===== src/rtl/div_pkg.sv =====
// Shared types and constants for the iterative divider.
// Also holds the counter-width helper and the divide-by-zero result functions.
package div_pkg;

    typedef enum logic [1:0] {
        IDLE = 2'd0,
        CALC = 2'd1,
        DONE = 2'd2
    } div_state_t;

    function automatic int cnt_width(input int w);
        return $clog2(w + 1);
    endfunction

    function automatic logic [63:0] width_mask(input int w);
        return (w >= 64) ? {64{1'b1}} : ((64'd1 << w) - 64'd1);
    endfunction

    // A zero divisor yields an all-ones quotient and hands back the untouched dividend.
    function automatic logic [63:0] dz_quotient(input int w);
        return width_mask(w);
    endfunction

    function automatic logic [63:0] dz_remainder(input logic [63:0] dividend, input int w);
        return dividend & width_mask(w);
    endfunction

endpackage


===== src/rtl/div_sign_fix.sv =====
// Combinational conditional two's-complement negate.
// Used both to take operand magnitudes and to restore result signs.
module div_sign_fix #(
    parameter int WIDTH = 32
) (
    input  logic [WIDTH-1:0] value,
    input  logic             negate,
    output logic [WIDTH-1:0] result
);

    always_comb begin
        result = value;
        if (negate) begin
            result = (~value) + WIDTH'(1);
        end
    end

endmodule


===== src/rtl/iter_div_unit.sv =====
// Iterative radix-2 restoring divider, signed/unsigned, valid/ready on both sides.
// Optional macro DIV_ZERO_FAST_EN: a zero divisor skips the shift/subtract steps.
module iter_div_unit
    import div_pkg::*;
#(
    parameter int WIDTH = 32
) (
    input  logic             clk,
    input  logic             reset,
    input  logic             flush,
    input  logic             in_valid,
    output logic             in_ready,
    input  logic             in_signed,
    input  logic [WIDTH-1:0] dividend,
    input  logic [WIDTH-1:0] divisor,
    output logic             out_valid,
    input  logic             out_ready,
    output logic [WIDTH-1:0] quotient,
    output logic [WIDTH-1:0] remainder,
    output logic             busy
);

    localparam int CNT_W = cnt_width(WIDTH);
    localparam logic [CNT_W-1:0] LAST_STEP = CNT_W'(WIDTH - 1);
    localparam logic [WIDTH-1:0] DZ_QUO = WIDTH'(dz_quotient(WIDTH));

    div_state_t state_q, state_d;

    logic [CNT_W-1:0] cnt_q;
    logic [WIDTH-1:0] rem_q, quo_q, dvsr_q, dividend_q;
    logic             q_neg_q, r_neg_q, dz_q;

    logic [WIDTH-1:0] a_mag, b_mag, q_fixed, r_fixed;
    logic [WIDTH:0]   shifted, trial;
    logic             accept;

    assign accept = in_valid && in_ready;

    div_sign_fix #(.WIDTH(WIDTH)) u_mag_a (
        .value  (dividend),
        .negate (in_signed && dividend[WIDTH-1]),
        .result (a_mag)
    );

    div_sign_fix #(.WIDTH(WIDTH)) u_mag_b (
        .value  (divisor),
        .negate (in_signed && divisor[WIDTH-1]),
        .result (b_mag)
    );

    div_sign_fix #(.WIDTH(WIDTH)) u_fix_q (
        .value  (quo_q),
        .negate (q_neg_q),
        .result (q_fixed)
    );

    div_sign_fix #(.WIDTH(WIDTH)) u_fix_r (
        .value  (rem_q),
        .negate (r_neg_q),
        .result (r_fixed)
    );

    always_ff @(posedge clk) begin
        if (reset) begin
            state_q <= IDLE;
        end else begin
            state_q <= state_d;
        end
    end

    always_comb begin
        state_d = state_q;
        if (flush) begin
            state_d = IDLE;
        end else begin
            unique case (state_q)
                IDLE: if (in_valid) state_d = CALC;
`ifdef DIV_ZERO_FAST_EN
                CALC: if (dz_q || cnt_q == LAST_STEP) state_d = DONE;
`else
                CALC: if (cnt_q == LAST_STEP) state_d = DONE;
`endif
                DONE: if (out_ready) state_d = IDLE;
                default: state_d = IDLE;
            endcase
        end
    end

    always_comb begin
        in_ready  = (state_q == IDLE) && !flush;
        out_valid = (state_q == DONE);
        busy      = (state_q == CALC) || (state_q == DONE);
    end

    // Shifted partial remainder is one bit wider so the trial subtract sign is visible.
    assign shifted = {rem_q, quo_q[WIDTH-1]};
    assign trial   = shifted - {1'b0, dvsr_q};

    always_ff @(posedge clk) begin
        if (reset) begin
            cnt_q      <= '0;
            rem_q      <= '0;
            quo_q      <= '0;
            dvsr_q     <= '0;
            dividend_q <= '0;
            q_neg_q    <= 1'b0;
            r_neg_q    <= 1'b0;
            dz_q       <= 1'b0;
        end else if (accept) begin
            cnt_q      <= '0;
            rem_q      <= '0;
            quo_q      <= a_mag;
            dvsr_q     <= b_mag;
            dividend_q <= dividend;
            q_neg_q    <= in_signed && (dividend[WIDTH-1] ^ divisor[WIDTH-1]);
            r_neg_q    <= in_signed && dividend[WIDTH-1];
            dz_q       <= (divisor == '0);
        end else if (state_q == CALC) begin
            cnt_q <= cnt_q + CNT_W'(1);
            quo_q <= {quo_q[WIDTH-2:0], ~trial[WIDTH]};
            if (!trial[WIDTH]) begin
                rem_q <= trial[WIDTH-1:0];
            end else begin
                rem_q <= shifted[WIDTH-1:0];
            end
        end
    end

    always_comb begin
        quotient  = q_fixed;
        remainder = r_fixed;
        if (dz_q) begin
            quotient  = DZ_QUO;
            remainder = WIDTH'(dz_remainder(64'(dividend_q), WIDTH));
        end
    end

endmodule


===== config.mk =====
export PLATFORM = sky130hd
export DESIGN_NAME = iter_div_unit
export DESIGN_NICKNAME = d
export VERILOG_FILES = /design/src/rtl/div_pkg.sv /design/src/rtl/div_sign_fix.sv /design/src/rtl/iter_div_unit.sv
export SDC_FILE = /design/constraint.sdc
export NUM_CORES = 1
export LEC_CHECK = 0
export ABC_CLOCK_PERIOD_IN_PS = 6000
export CORE_MARGIN = 2
export CORE_UTILIZATION = 62
export CTS_BUF_LIST = sky130_fd_sc_hd__clkbuf_8
export DETAILED_ROUTE_END_ITERATION = 8
export PLACE_DENSITY_LB_ADDON = 0.05
export SLEW_MARGIN = 15
export SYNTH_ARGS = -nofsm -noshare
export SYNTH_HDL_FRONTEND = slang
export SYNTH_SLANG_ARGS = --single-unit

===== constraint.sdc =====
create_clock -name clk -period 6 [get_ports clk]
set_input_delay 0.6 -clock clk [delete_from_list [all_inputs] [get_ports clk]]
set_output_delay 0.6 -clock clk [all_outputs]
set_load 0.02 [all_outputs]

======== Word-level counts from Yosys, hierarchy flattened ========
Index checks and enable logic that the tools add are counted.
operators by class
  eq/ne operators ......................... 6
  reductions and logical operators ........ 13
  add/subtract/negate cells ............... 6
  bitwise logic cells ..................... 6
  multiplexer cells ....................... 13
operator list
  kind                                                                    number
  32-bit 2-to-1 mux                                                       9
  32-bit by 1-bit adder with 32-bit output (second input constant)        4
  32-bit NOT                                                              4
  33-bit by 32-bit subtractor with 33-bit output                          1
  32-bit zero test                                                        1
  6-bit by 1-bit adder with 6-bit output (second input constant)          1
  6-bit by 5-bit equality test with 1-bit output (second input constant)  1
  2-bit 2-to-1 mux                                                        3
  2-bit one-hot mux with 3 select lines                                   1
  1-bit logical AND                                                       5
  2-bit != test (second input constant)                                   2
  2-bit OR reduction                                                      2
  3-bit AND reduction                                                     1
  2-bit by 1-bit equality test with 1-bit output (second input constant)  1
  2-bit equality test (second input constant)                             1
  2-bit zero test                                                         1
  2-bit by 1-bit != test with 1-bit output (second input constant)        1
  2-bit nonzero test                                                      1
  1-bit zero test                                                         1
  1-bit logical OR                                                        1
  1-bit NOT                                                               1
  1-bit bitwise XOR                                                       1
word-level totals
  output and inout port bits .............. 67
  logic and storage cells ................. 53
  register bits after elaboration ......... 139

======== Depth between registers and ports, before layout ========
  depth after elaboration ................. 4
  mapped depth ............................ 13
  gate-level depth less buffers ........... 12

======== By module ========
A second synthesis with hierarchy kept.
second synthesis, totals
  cells, all modules ...................... 1,414
  area total of the unflattened synthesis .. 11,249.5 µm²
by module, submodules not included
  module         seq. area each (µm²)  times used  area each (µm²)  cells each
  iter_div_unit  2,782.7               1           8,141.6          1,018
  div_sign_fix   0.0                   4           777.0            99

======== Worst setup path after synthesis ========
Ideal clock, no wire load.
  path kind ............................... reg-to-output
  start ................................... reg rem_q[6]
  end ..................................... out remainder[28]
  path slack .............................. 2.701 ns
  arrival time ............................ 2.699 ns
  cell stages (with the launch flop) ...... 9
  required time ........................... 5.400 ns
  cell sequence ........................... dfxtp_1 > or4_4 > nor4_2 > and2b_1 > nand4_1 > or3_1 > o31ai_1 > xor2_1 > o21ai_0
on the way
  word-level cells in the longest chain between the ends .. 4
ends and longest elaborated chain
  element                                   RTL line              source
  start: declaration                        iter_div_unit.sv:30   logic [WIDTH-1:0] rem_q, quo_q, dvsr_q, dividend_q;
  start signal: assignment                  iter_div_unit.sv:122  rem_q <= trial[WIDTH-1:0];
  start signal: assignment                  iter_div_unit.sv:124  rem_q <= shifted[WIDTH-1:0];
  32-bit NOT                                div_sign_fix.sv:14    result = (~value) + WIDTH'(1);
  32-bit by 1-bit adder with 32-bit output  div_sign_fix.sv:14
  32-bit 2-to-1 mux                         div_sign_fix.sv:13    if (negate) begin
  32-bit 2-to-1 mux                         iter_div_unit.sv:132  if (dz_q) begin
  end: declaration                          iter_div_unit.sv:19   output logic [WIDTH-1:0] remainder,
Every way passes these cells.

======== Worst setup path in the final report ========
  start ................................... reg quo_q[10]
  end ..................................... out quotient[31]
on the way
  word-level cells in the longest chain between the ends .. 4
ends and longest elaborated chain
  element                                   RTL line              source
  start: declaration                        iter_div_unit.sv:30
  start signal: assignment                  iter_div_unit.sv:112  quo_q <= a_mag;
  start signal: assignment                  iter_div_unit.sv:120  quo_q <= {quo_q[WIDTH-2:0], ~trial[WIDTH]};
  32-bit NOT                                div_sign_fix.sv:14
  32-bit by 1-bit adder with 32-bit output  div_sign_fix.sv:14
  32-bit 2-to-1 mux                         div_sign_fix.sv:13
  32-bit 2-to-1 mux                         iter_div_unit.sv:132
  end: declaration                          iter_div_unit.sv:18   output logic [WIDTH-1:0] quotient,
Every way passes these cells.

==> run_results.csv <==
group,metric,value,unit
cells_and_area,drive_gt1_share,4.686,%
clock_tree,cts_buffer_depth,2,
logic_synthesis,synthFlopType,"dfxtp_1",
timing,hold_viol,0,
timing,setup_tns,0,ns
clock_tree,cts_root_buf,"clkbuf_8",
critical_path,path_class,"reg -> out",
critical_path,crit_slowest_cell,"or4_4",
logic_synthesis,seq_area_frac_synth,27.00,%
pwr,seqPwrFrac,34.6,%
floorplan,placementRows,47,
critical_path,required,5.40,ns
route,drcViolationCount,0,
logic_synthesis,ys_warn_count,0,
timing,fmax,221.0,MHz
route,vias,10176,
cells_and_area,fin_cells,1671,
timing,post-route-worst-setup-slack,1.474,ns
pwr,power_density,249.9,nW/um2
clock_tree,numCtsBuffers,17,
pwr,p_clk_share,29.8,%
route,dr.pass1.iters,5,
flow_run,maxCapViolCount,0,
place,place_inst,1639,
critical_path,critical_path.startpoint_type,"flip-flop",
critical_path,cp-end-kind,"output port",
cells_and_area,nets,1550,
pwr,p_comb_share,35.5,%
floorplan,start_util,62.82,%
logic_synthesis,postSynth.asyncResetShare,0,%
clock_tree,h-tree-depth,4,
critical_path,crit_buf_inv,1,
clock_tree,post_cts_resized,0,
timing,clock-skew-final,0.01664,ns
floorplan,core_area,16410,um2
clock_tree,cts_tree,"yes",
clock_tree,clk_pin_slew_worst_paths,0.09,ns
cells_and_area,fin_area,12140,um2
critical_path,worst_path_largest_cell_delay,0.60,ns
floorplan,num_io_pins,137,
route,drt_iter0_drc,802,
timing,fin_crit_sh,75.43,%
hold_path,hp-class,"in -> reg",
pwr,p_int,1952,uW
global_route,grt_pass1_vias,9296,
place,pre_cts_slack,2.019,ns
logic_synthesis,synth_seq_cells,139,
global_route,track_usage,32.25,%
timing,finalSetupViolCount,0,
floorplan,die_w,132.9,um
floorplan,die_h,132.9,um
place,portBuffers,136,
logic_synthesis,synth.distinct_cells,65,
global_route,grt_max_degree,92,
pwr,netSwitchingPower,1082,uW
cells_and_area,diodes,0,
critical_path,cp_cell_sequence,"or4_4, nor4_4, nand3_2, or4_4, or3_4, o31ai_4, xnor2_1, nand2_1, clkdlybuf4s50_1",
critical_path,crit_fanout,8,
logic_synthesis,synth_edf_count,0,
clock_tree,insertion_delay,0.47,ns
route,vias_per_cell,6.090,
pwr,p_leak,0.004642,uW
clock_tree,numClockSinks,139,
timing,relSlewSlack,26.60,%
place,dp_hpwl,21000,um
cells_and_area,syn2layout_area_growth,17.77,%
timing,rsz0062_at_grt,"no",
critical_path,critical_path.most_common_cell,"or4_4",
route,postRouteAntennaNets,0,
floorplan,die-area,17670,um2
cells_and_area,utilization,73.99,%
pwr,vdd.ir_drop.worst,0.0001504,V
global_route,antenna_found_initial,0,
global_route,grt_pass1_wl,46290,um
logic_synthesis,syn-cell-area,10310,um2
timing,worst_pin_slew,1.100,ns
global_route,grt-ovfl-total,0,
place,placed_area,11670,um2
clock_tree,cts_setup_buffers,0,
pwr,switching_share,35.66,%
clock_tree,ctsHoldBuffers,0,
critical_path,arrival,3.93,ns
route,detail_route.wl_per_cell,17.20,um
logic_synthesis,synth_cells,1359,
logic_synthesis,syn-num-nets,1471,
outcome,status,"completed",
critical_path,critPathTopFamily,"simple AND/OR/NAND/NOR gates",
place,globalplace.congestion,0.9170,
timing,period_minus_slack,4.526,ns
timing,drv_slew,0,
route,wl,28740,um
logic_synthesis,avgSynthCellArea,7.585,um2
-- per-stage QoR --
step	power (uW)	hold WS, ns
after floorplan	1802	0.4319
after global placement	2112	0.4414
after detailed placement	2129	0.4467
after CTS	3024	0.4230
after global routing	3175	0.4307
final	3034	0.4427
-- synthesized netlist by cell type, drive strengths merged (4+ instances only) --
master | number | area, um2
nand2 | 191 | 716.9
dfxtp | 139 | 2783
a21oi | 119 | 595.6
o21ai | 115 | 575.6
nor2 | 111 | 416.7
xor2 | 104 | 910.9
clkbuf | 76 | 299.0
mux2i | 62 | 620.6
a211oi | 59 | 442.9
inv | 53 | 198.9
ha | 41 | 513.0
xnor2 | 39 | 341.6
o31ai | 28 | 242.7
o41ai | 21 | 198.9
or4 | 18 | 146.4
nand3 | 17 | 95.09
a21o | 15 | 112.6
nor4 | 13 | 123.9
or3 | 12 | 81.33
and3 | 10 | 66.31
nand4 | 10 | 62.56
nor3 | 10 | 50.05
o22ai | 10 | 62.56
and2 | 8 | 50.05
nand2b | 8 | 50.05
a31oi | 6 | 37.54
nand4b | 6 | 52.55
nor2b | 6 | 37.54
o21a | 6 | 45.04
or2 | 6 | 37.54
a311oi | 5 | 43.79
buf | 5 | 27.52
o21bai | 4 | 30.03
-- per-layer routing --
metal / vias up / track usage, % / share of wire, %
li1: 4999 / - / -
met1: 4814 / 44.94 / 47
met2: 323 / 50.43 / 45
met3: 40 / 6.284 / 6.0
met4: 0 / 10.10 / 2.0
met5: - / 0 / 0
-- final timing paths --
path | startpoint | to | slack, ns | cells after the start
max | quo_q[10]$_SDFFE_PP0P_ | quotient[31] | 1.47 | 9
min | reset | dvsr_q[2]$_SDFFE_PP0P_ | 0.44 | 2
max reg2reg | quo_q[31]$_SDFFE_PP0P_ | rem_q[25]$_SDFFE_PP0P_ | 1.96 | 12
min reg2reg | dividend_q[4]$_SDFFE_PP0P_ | dividend_q[4]$_SDFFE_PP0P_ | 0.46 | 2
-- sequential cells by signal, indices dropped and copies added, names as in the netlist --
signal      flops
dvsr_q         32
quo_q          32
r_neg_q         1
dz_q            1
dividend_q     32
q_neg_q         1
cnt_q           6
rem_q          32
state_q         2
-- power by group through the flow --
stage / Sequential (uW) / Clock [uW] / Combinational [uW]
5_1_grt: 1060 / 943 / 1170
6_report: 1050 / 905 / 1080
3_3_place_gp: 1070 / 0 / 1040
2_1_floorplan: 1050 / 0 / 756
3_5_place_dp: 1070 / 0 / 1060
4_1_cts: 1050 / 909 / 1070
-- kinds of logic after synthesis --
kind of cell               Yosys count  synth area share (%)
AOI/OAI and AO/OA                  407                 24.81
xor gates and xnor gates           143                 12.15
adders and majority gates           42                 5.171
buffers and inverters              134                 5.098
DFF                                139                 27.00
muxes                               63                 6.130
and+or+nand+nor                    431                 19.64
-- area by class of cell --
type | count | area, um2
Timing Repair Buffer | 141 | 1394
Tap cell | 220 | 275.3
Fill cell | 1305 | 4268
Clock buffer | 22 | 302.8
Inverter | 53 | 198.9
Sequential cell | 139 | 2785
Multi-Input combinational cell | 1086 | 7020
Clock inverter | 10 | 162.7
-- cells in the final DEF (no fill, tap or decap), types with 7 or more instances in the layout --
| cell | instances |
|---|---|
| nand2b_1 | 8 |
| clkdlybuf4s50_1 | 135 |
| xnor2_1 | 39 |
| ha_1 | 40 |
| nor2_1 | 111 |
| nor4_1 | 9 |
| nand2_1 | 190 |
| dfxtp_1 | 137 |
| o41ai_1 | 19 |
| or4_1 | 15 |
| nand4_1 | 10 |
| inv_1 | 54 |
| xor2_1 | 104 |
| and3_1 | 7 |
| a211oi_1 | 59 |
| clkbuf_8 | 22 |
| a21o_1 | 15 |
| a21oi_1 | 119 |
| o21ai_0 | 113 |
| nand3_1 | 15 |
| o31ai_1 | 25 |
| or3_1 | 10 |
| o22ai_1 | 10 |
| mux2i_1 | 62 |
| nor3_1 | 10 |
Note: power is estimated with default switching activity, not from simulation.
